File: src/rtl/sfa_xbar_switch.sv
// sfa_xbar_switch: N-input / M-output AXI-Stream crossbar with per-output
// 2-entry slices and drain-before-apply run-time routing via a config stream.
// Ports:
//   ACLK, ARESETN             clock, asynchronous active-low reset
//   s_tvalid/s_tready/s_tdata N_IN slave streams, input i at [i*DATA_W +: DATA_W]
//   m_tvalid/m_tready/m_tdata N_OUT master streams, output j at [j*DATA_W +: DATA_W]
//   cfg_tvalid/cfg_tready     config word stream; cfg_tdata[7:0] output,
//   cfg_tdata                 [15:8] input select, [16] enable
//   cfg_busy                  high while a word is draining/applying
//   cfg_err                   sticky out-of-range config flag
module sfa_xbar_switch #(
   parameter int DATA_W = 32,
   parameter int N_IN   = 4,
   parameter int N_OUT  = 4,
   parameter int SEL_W  = 2
) (
   input  logic                    ACLK,
   input  logic                    ARESETN,
   input  logic [N_IN-1:0]         s_tvalid,
   output logic [N_IN-1:0]         s_tready,
   input  logic [N_IN*DATA_W-1:0]  s_tdata,
   output logic [N_OUT-1:0]        m_tvalid,
   input  logic [N_OUT-1:0]        m_tready,
   output logic [N_OUT*DATA_W-1:0] m_tdata,
   input  logic                    cfg_tvalid,
   output logic                    cfg_tready,
   input  logic [31:0]             cfg_tdata,
   output logic                    cfg_busy,
   output logic                    cfg_err
);
   localparam logic [1:0] IDLE  = 2'd0;
   localparam logic [1:0] DRAIN = 2'd1;
   localparam logic [1:0] APPLY = 2'd2;

   logic [1:0]        state_q, state_d;
   logic              err_q, err_d;
   logic              load;
   logic              cfg_ok;
   logic              idx_empty;
   logic [7:0]        idx_q;
   logic [SEL_W-1:0]  sel_q;
   logic              en_q;
   logic [N_OUT-1:0]  route_en_q, blocked_q, slice_rdy, push, pop, empty;
   logic [SEL_W-1:0]  route_sel_q [N_OUT];
   logic [DATA_W-1:0] in_data [N_IN];
   logic [N_IN-1:0]   has_dst, all_rdy;
   logic              unused_cfg;

   assign unused_cfg = ^cfg_tdata[31:17];

   for (genvar i = 0; i < N_IN; i++) begin : g_in
      assign in_data[i] = s_tdata[i*DATA_W +: DATA_W];
   end

   // An input is ready only when it has at least one destination and every
   // destination slice can take the beat, so broadcasts are all-or-nothing.
   always_comb begin
      has_dst = '0;
      all_rdy = '1;
      for (int i = 0; i < N_IN; i++)
         for (int j = 0; j < N_OUT; j++)
            if (route_en_q[j] && route_sel_q[j] == SEL_W'(i)) begin
               has_dst[i] = 1'b1;
               all_rdy[i] = all_rdy[i] & slice_rdy[j];
            end
   end
   assign s_tready = has_dst & all_rdy;

   for (genvar j = 0; j < N_OUT; j++) begin : g_out
      logic [1:0]        cnt_q, cnt_d;
      logic [DATA_W-1:0] head_q, tail_q;
      assign slice_rdy[j] = cnt_q != 2'd2 && !blocked_q[j];
      assign push[j]      = route_en_q[j] && s_tvalid[route_sel_q[j]] && s_tready[route_sel_q[j]];
      assign pop[j]       = cnt_q != 2'd0 && m_tready[j];
      assign empty[j]     = cnt_q == 2'd0;
      assign cnt_d        = cnt_q + {1'b0, push[j]} - {1'b0, pop[j]};
      assign m_tvalid[j]  = !empty[j];
      assign m_tdata[j*DATA_W +: DATA_W] = head_q;
      // Push into a full slice cannot happen: slice_rdy excludes count 2.
      always_ff @(posedge ACLK or negedge ARESETN) begin
         if (!ARESETN) begin
            cnt_q  <= 2'd0;
            head_q <= '0;
            tail_q <= '0;
         end else begin
            cnt_q <= cnt_d;
            if (pop[j] && cnt_q == 2'd2)
               head_q <= tail_q;
            else if (push[j] && (cnt_q == 2'd0 || pop[j]))
               head_q <= in_data[route_sel_q[j]];
            if (push[j] && cnt_q == 2'd1 && !pop[j])
               tail_q <= in_data[route_sel_q[j]];
         end
      end
   end

   assign cfg_ok = int'(cfg_tdata[7:0]) < N_OUT && int'(cfg_tdata[15:8]) < N_IN;

   always_comb begin
      idx_empty = 1'b0;
      for (int j = 0; j < N_OUT; j++)
         if (idx_q == 8'(j)) idx_empty = empty[j];
   end

   always_comb begin
      state_d = state_q;
      err_d   = err_q;
      load    = 1'b0;
      if (state_q == IDLE && cfg_tvalid) begin
         if (cfg_ok) begin
            load    = 1'b1;
            state_d = DRAIN;
         end else
            err_d = 1'b1;
      end else if (state_q == DRAIN && idx_empty)
         state_d = APPLY;
      else if (state_q != IDLE && state_q != DRAIN)
         state_d = IDLE;
   end

   always_ff @(posedge ACLK or negedge ARESETN) begin
      if (!ARESETN) begin
         state_q    <= IDLE;
         err_q      <= 1'b0;
         idx_q      <= '0;
         sel_q      <= '0;
         en_q       <= 1'b0;
         route_en_q <= '0;
         blocked_q  <= '0;
         for (int j = 0; j < N_OUT; j++) route_sel_q[j] <= '0;
      end else begin
         state_q <= state_d;
         err_q   <= err_d;
         if (load) begin
            idx_q <= cfg_tdata[7:0];
            sel_q <= cfg_tdata[8 +: SEL_W];
            en_q  <= cfg_tdata[16];
         end
         // Blocking the target output stops new pushes so its slice can drain.
         for (int j = 0; j < N_OUT; j++) begin
            if (load && cfg_tdata[7:0] == 8'(j)) blocked_q[j] <= 1'b1;
            if (state_q == APPLY && idx_q == 8'(j)) begin
               route_en_q[j]  <= en_q;
               route_sel_q[j] <= sel_q;
               blocked_q[j]   <= 1'b0;
            end
         end
      end
   end

   assign cfg_tready = state_q == IDLE;
   assign cfg_busy   = state_q != IDLE;
   assign cfg_err    = err_q;
endmodule

File: config.mk
export PLATFORM = sky130hd
export DESIGN_NAME = sfa_xbar_switch
export DESIGN_NICKNAME = d
export VERILOG_FILES = /design/src/rtl/sfa_xbar_switch.sv
export SDC_FILE = /design/constraint.sdc
export NUM_CORES = 1
export LEC_CHECK = 0
export CORE_UTILIZATION = 30
export DETAILED_ROUTE_END_ITERATION = 12
export PLACE_DENSITY = 0.51
export SYNTH_ARGS = -nofsm -noshare
export SYNTH_HDL_FRONTEND = slang
export SYNTH_SLANG_ARGS = --single-unit
File: constraint.sdc
create_clock -name ACLK -period 3.45 [get_ports ACLK]
set_input_delay 0.5175 -clock ACLK [delete_from_list [all_inputs] [get_ports ACLK]]
set_output_delay 0.5175 -clock ACLK [all_outputs]
set_load 0.02 [all_outputs]
Word-level counts from Yosys, hierarchy flattened
Index checks and enable logic that the tools add are counted.
{"block": "classes", "add_sub_neg": 8, "n_lt_le_gt_ge": 10, "n_eq_ne": 34, "muxes": 86, "bitwise_logic": 18, "reduce_logical": 103}
{"cell": "$mux W32", "n": 16}
{"cell": "$bmux W32 S2", "n": 4}
{"cell": "$logic_and A1 B1 Y1", "n": 60}
{"cell": "$mux W1", "n": 54}
{"cell": "$eq A8 B2 Y1 const B", "n": 4}
{"cell": "$eq A2 B2 Y1 const B", "n": 13}
{"cell": "$reduce_bool A2 Y1", "n": 13}
{"cell": "$eq A2 B1 Y1 const B", "n": 9}
{"cell": "$logic_not A2 Y1", "n": 9}
{"cell": "$bmux W1 S2", "n": 8}
{"cell": "$eq A8 B1 Y1 const B", "n": 2}
{"cell": "$logic_not A8 Y1", "n": 2}
{"cell": "$lt A8 B3 Y1 const B", "n": 2}
{"cell": "$and A1 B1 Y1", "n": 12}
{"cell": "$ge A3 B3 Y1 const B", "n": 4}
{"cell": "$logic_not A1 Y1", "n": 12}
{"cell": "$lt A2 B3 Y1 const B", "n": 4}
{"cell": "$not A2 Y3", "n": 4}
{"cell": "$ne A2 B2 Y1 const B", "n": 5}
{"cell": "$add A2 B1 Y2", "n": 4}
{"cell": "$mux W2", "n": 4}
{"cell": "$sub A2 B1 Y2", "n": 4}
{"cell": "$and A4 B4 Y4", "n": 1}
{"cell": "$logic_or A1 B1 Y1", "n": 4}
{"cell": "other kinds (4)", "n": 5}
{"block": "word_totals", "ff_bits": 294, "output_inout_bits": 139, "wordCells": 288}

Longest topological paths before layout
{"block": "depth", "depth_word": 16, "ltp_mapped": 10, "mapped_depth_nobuf": 9}

Least setup slack after synthesis
OpenSTA, ideal clock, no wires.
{"block": "synth_path", "path_kind": "register -> register", "from": "register g_out[1].cnt_q[1]", "to": "register g_out[2].tail_q[10]", "t_arrival_ns": 2.526, "required_time_ns": 3.325, "setup_slack_ns": 0.799, "path_stages_with_launch": 10, "cell_sequence": "dfrtp_1 nor2b_4 buf_6 o2111ai_2 o2111ai_4 o32ai_2 nand4_2 a2111oi_4 buf_6 mux2_4"}
{"block": "synth_via", "elab_chain_cells": 14, "word_cells_on_any_way": 32, "cone_classes": "1 x eq/ne; 14 x mux; 13 x bitwise; 4 x reduce/logical"}
{"item": "from (decl)", "line_no": "70", "rtl": "logic [1:0] cnt_q, cnt_d;"}
{"item": "from (signal assigned)", "line_no": "86", "rtl": "cnt_q <= cnt_d;"}
{"item": "$ne A2 B2 Y1 (*)", "line_no": "72", "rtl": "assign slice_rdy[j] = cnt_q != 2'd2 && !blocked_q[j];"}
{"item": "$logic_and A1 B1 Y1 (*)", "line_no": "72"}
{"item": "$and A1 B1 Y1", "line_no": "64", "rtl": "all_rdy[i] = all_rdy[i] & slice_rdy[j];"}
{"item": "$mux W1", "line_no": "62", "rtl": "if (route_en_q[j] && route_sel_q[j] == SEL_W'(i)) begin"}
{"item": "$and A1 B1 Y1", "line_no": "64"}
{"item": "$mux W1", "line_no": "62"}
{"item": "$and A1 B1 Y1", "line_no": "64"}
{"item": "$mux W1", "line_no": "62"}
{"item": "$and A4 B4 Y4 (*)", "line_no": "67", "rtl": "assign s_tready = has_dst & all_rdy;"}
{"item": "$bmux W1 S2 (*)", "line_no": "73", "rtl": "assign push[j] = route_en_q[j] && s_tvalid[route_sel_q[j]] && s_tready[route_sel_q[j]];"}
{"item": "$mux W1 (not written as such) (*)", "line_no": "73"}
{"item": "$logic_and A1 B1 Y1 (*)", "line_no": "73"}
{"item": "$logic_and A1 B1 Y1 (*) (2 in series)", "line_no": "91", "rtl": "if (push[j] && cnt_q == 2'd1 && !pop[j])"}
{"item": "to (signal assigned)", "line_no": "92", "rtl": "tail_q <= in_data[route_sel_q[j]];"}
{"item": "to (decl)", "line_no": "71", "rtl": "logic [DATA_W-1:0] head_q, tail_q;"}
Mark *: on every way between the ends. The rest lies on a longest branch, timed or not. The select of a mux whose other input is x is not followed.
A chain may end at the register's enable or synchronous reset.

Worst setup path in the final report
{"block": "layout_path", "from": "register route_sel_q[6] (netlist name)", "to": "output s_tready[2]"}
{"block": "layout_via", "elab_chain_cells": 10, "word_cells_on_any_way": 14, "cone_classes": "1 x eq/ne; 8 x mux; 4 x bitwise; 1 x reduce/logical"}
{"item": "from (decl)", "line_no": "44", "rtl": "logic [SEL_W-1:0] route_sel_q [N_OUT];"}
{"item": "from (signal, indexed assignment)", "line_no": "144", "rtl": "route_sel_q[j] <= sel_q;"}
{"item": "$eq A2 B2 Y1 (*)", "line_no": "62"}
{"item": "$logic_and A1 B1 Y1 (*)", "line_no": "62"}
{"item": "$mux W1", "line_no": "62"}
{"item": "$and A1 B1 Y1", "line_no": "64"}
{"item": "$mux W1", "line_no": "62"}
{"item": "$and A1 B1 Y1", "line_no": "64"}
{"item": "$mux W1", "line_no": "62"}
{"item": "$and A1 B1 Y1", "line_no": "64"}
{"item": "$mux W1", "line_no": "62"}
{"item": "$and A4 B4 Y4 (*)", "line_no": "67"}
{"item": "to (decl)", "line_no": "20", "rtl": "output logic [N_IN-1:0] s_tready,"}
Mark *: on every way between the ends. The rest lies on a longest branch, timed or not.

==> results.toml <==
[power_and_ir_drop]
vdd_ir_drop_max_uv = 378
p_int_uw = 7430
combPwrFrac = 0.231
swShare = 0.309
power_uw = 10700
powerDensity_nw_per_um2 = 469
p_leak_uw = 0.0102
p_switching_uw = 3320
clkPwrFrac = 0.407
p_seq_frac = 0.362

[cts]
cts.clk_slew.worst_paths_ns = 0.06
clock-sinks = 294
clockRootBuffer = "clkbuf_16"
clockBufferDepth = 3
ctsHtreeMaxLevel = 2
cts_tree = "yes"
clock_latency_ns = 0.56
cts_setup_buffers = 0
cts_made_buffers = 38

[global_routing]
grt_max_degree = 89
grtUsageMet1 = 0.276
overflow = 0
grt_first_pass_wirelength_um = 92800
use_met3 = 0.0373
grtUsageTotal = 0.208
use_met2 = 0.332
busiest_layer = "met2"
grt_pass1_vias = 14000
antenna_found_initial = 4

[floorplan]
core-area_um2 = 58000
initial_core_util = 0.305
ios = 310
dieArea_um2 = 60000
rows = 88
die_w_um = 245
die_h_um = 245

[worst_setup_path]
crit_end = "s_tready[2]"
required_ns = 2.93
r2r-end = "g_out[3].tail_q[13]$_DFFE_PN0P_"
critPathLaunchType = "flop"
crit_path_max_incr_delay_ns = 0.67
worstSetupPathType = "reg -> out"
critPathLaunch = "route_sel_q[6]$_DFFE_PN0P_"
crit_fanout = 14
critPathCaptureType = "output port"
r2r_cells = 8
reg2reg_slack_ns = 0.36
cp_slowest_cell = "clkdlybuf4s50_1"
crit_path_cell_trace = "buf_4, nand3b_1, o2111ai_2, nor2_1, clkdlybuf4s50_1"
r2r_start = "route_sel_q[0]$_DFFE_PN0P_"
arrival_ns = 2.71

[cells_and_area]
final_cell_mix = "clkdlybuf4s50_1 (290), dfrtp_1 (286), mux4_2 (129)"
utilization = 0.395
drive_gt1_frac = 0.259
area_growth_pct = 29.5
final_common_cell = "clkdlybuf4s50_1"
nets = 1815

[placement]
dp_hpwl_um = 43900
numPortBuffers = 294
gp_congestion = 0.850

[synth]
synth-edff-count = 0
netlist_area_um2 = 17700
avgSynthCellArea_um2 = 12.8
synthesis.nets = 1563
ys_warn_count = 0
async_flop_share = 1.00
ys.flop_type = "dfrtp_1"
yosys_register_bits = 294
ys_types = 56
synth_cells = 1384
ys_seq_area_frac = 0.416

[timing]
rsz0062_at_grt = "false"
max_freq_mhz = 309
tns_ns = 0
finalClockSkew_ns = 0.0210
worst_slew_pin_slew_ns = 0.891
finalHoldViolCount = 0
setup_viol = 0
final.min_clock_period_ns = 3.23
slew_violations = 0
slew_headroom = 0.404
period_share = 0.937

[hold_path]
min_path_type = "in -> async"

[drt]
drcViolationCount = 0
dr.pass1.iters = 8
wl_per_cell_um = 25.6
via_per_inst = 5.54
finalWirelength_um = 62400
drtIter0Drc = 900
num_vias = 13500
ant_nets = 0

[outcome]
outcome = "completed"

[run]
cap_violations = 0
critical path: cells and delay by family (launching register included):
family / cells / cell delay, ns
flip-flops: 1 / 0.41
buffers and inverters: 2 / 1.02
AND/OR/NAND/NOR: 2 / 0.53
AO/OA/AOI/OAI: 1 / 0.20
sequential cells by signal, indices dropped and copies added, names as in the netlist:
name          cells
route_sel_q       8
blocked_q         4
g_out.tail_q    128
g_out.cnt_q       8
en_q              1
idx_q             8
sel_q             2
route_en_q        4
state_q           2
cfg_err           1
g_out.head_q    128
cell type report:
class	count	area, um2
fill	5442	35100
multi-input combinational	941	9710
sequential	294	7370
timing repair buffer	344	3450
clock buffer	54	1090
tap	765	957
clock inverter	15	260
inverter	17	63.8
antenna	3	7.51
what timing repair did:
action,CTS,global route
gates resized for setup,0,1
setup endpoints to repair,0,1
hold buffers,1,0
hold endpoints to repair,49,0
cells in the mapped netlist, drive strengths merged (3+ instances only):
master | instances | share of area
a21boi | 96 | 0.041
buf | 43 | 0.019
o21ai | 20 | 0.0057
nand4 | 99 | 0.036
nor3b | 8 | 0.0034
a2111oi | 4 | 0.0052
nor2b | 9 | 0.0036
inv | 17 | 0.0036
nand3b | 3 | 0.0013
o31ai | 3 | 0.0013
ha | 8 | 0.0057
nand3 | 9 | 0.0025
mux2i | 33 | 0.019
o2111ai | 8 | 0.0060
or3b | 98 | 0.049
nand2 | 18 | 0.0038
mux2 | 148 | 0.11
o32ai | 7 | 0.0060
nor3 | 7 | 0.0020
xnor2 | 8 | 0.0040
a21o | 4 | 0.0017
clkbuf | 89 | 0.019
and3b | 4 | 0.0020
a21oi | 35 | 0.0099
nor4 | 4 | 0.0014
mux4 | 129 | 0.16
nor2 | 57 | 0.012
and3 | 97 | 0.034
dfrtp | 294 | 0.42
and2 | 9 | 0.0032
per-stage QoR:
| stage | area [um2] | instances | setup slack [ns] | hold WS (ns) |
|---|---|---|---|---|
| 6_report | 22900 | 2433 | 0.218 | 0.471 |
| 4_1_cts | 22900 | 2430 | 0.0953 | 0.477 |
| 2_1_floorplan | 17700 | 1384 | 0.799 | 0.222 |
| 3_5_place_dp | 21500 | 2360 | 0.327 | 0.460 |
| 5_1_grt | 22900 | 2433 | 0.0950 | 0.493 |
| 3_3_place_gp | 21500 | 2360 | 0.320 | 0.455 |
per-layer routing:
layer / vias up / part of all wire
met5: - / 0.00019
met4: 2 / 0.039
met3: 120 / 0.056
met2: 439 / 0.47
met1: 7061 / 0.43
li1: 5858 / -
cells by family (layout without fill, tap and decap cells):
| group | Yosys count | count (layout) | share of synthesized area |
|---|---|---|---|
| compound gates | 188 | 188 | 0.0812 |
| xor+xnor | 8 | 8 | 0.00396 |
| fa+ha+maj | 8 | 8 | 0.00566 |
| buf+inv | 149 | 430 | 0.0414 |
| flops | 294 | 294 | 0.416 |
| mux | 310 | 310 | 0.296 |
| other cells | 0 | 3 | 0 |
| simple gates | 427 | 427 | 0.156 |
power by group through the flow:
| stage | registers, uW | clock network, uW | logic (uW) |
|---|---|---|---|
| 5_1_grt | 3930 | 4590 | 2670 |
| 3_5_place_dp | 3950 | 0 | 2510 |
| 6_report | 3890 | 4380 | 2480 |
| 4_1_cts | 3900 | 4480 | 2510 |
| 2_1_floorplan | 4150 | 0 | 964 |
| 3_3_place_gp | 3950 | 0 | 2490 |
worst min-delay path by stage:
stage	end	from	slack, ns
after detailed placement	cfg_err$_DFFE_PN0P_	cfg_err$_DFFE_PN0P_	0.46
final	g_out[1].head_q[5]$_DFFE_PN0P_	ARESETN	0.47
after global routing	cfg_err$_DFFE_PN0P_	cfg_err$_DFFE_PN0P_	0.49
after floorplan	blocked_q[0]$_DFFE_PN0P_	ARESETN	0.22
after CTS	cfg_err$_DFFE_PN0P_	cfg_err$_DFFE_PN0P_	0.48
after global placement	cfg_err$_DFFE_PN0P_	cfg_err$_DFFE_PN0P_	0.46
Note: power is estimated with default switching activity, not from simulation.
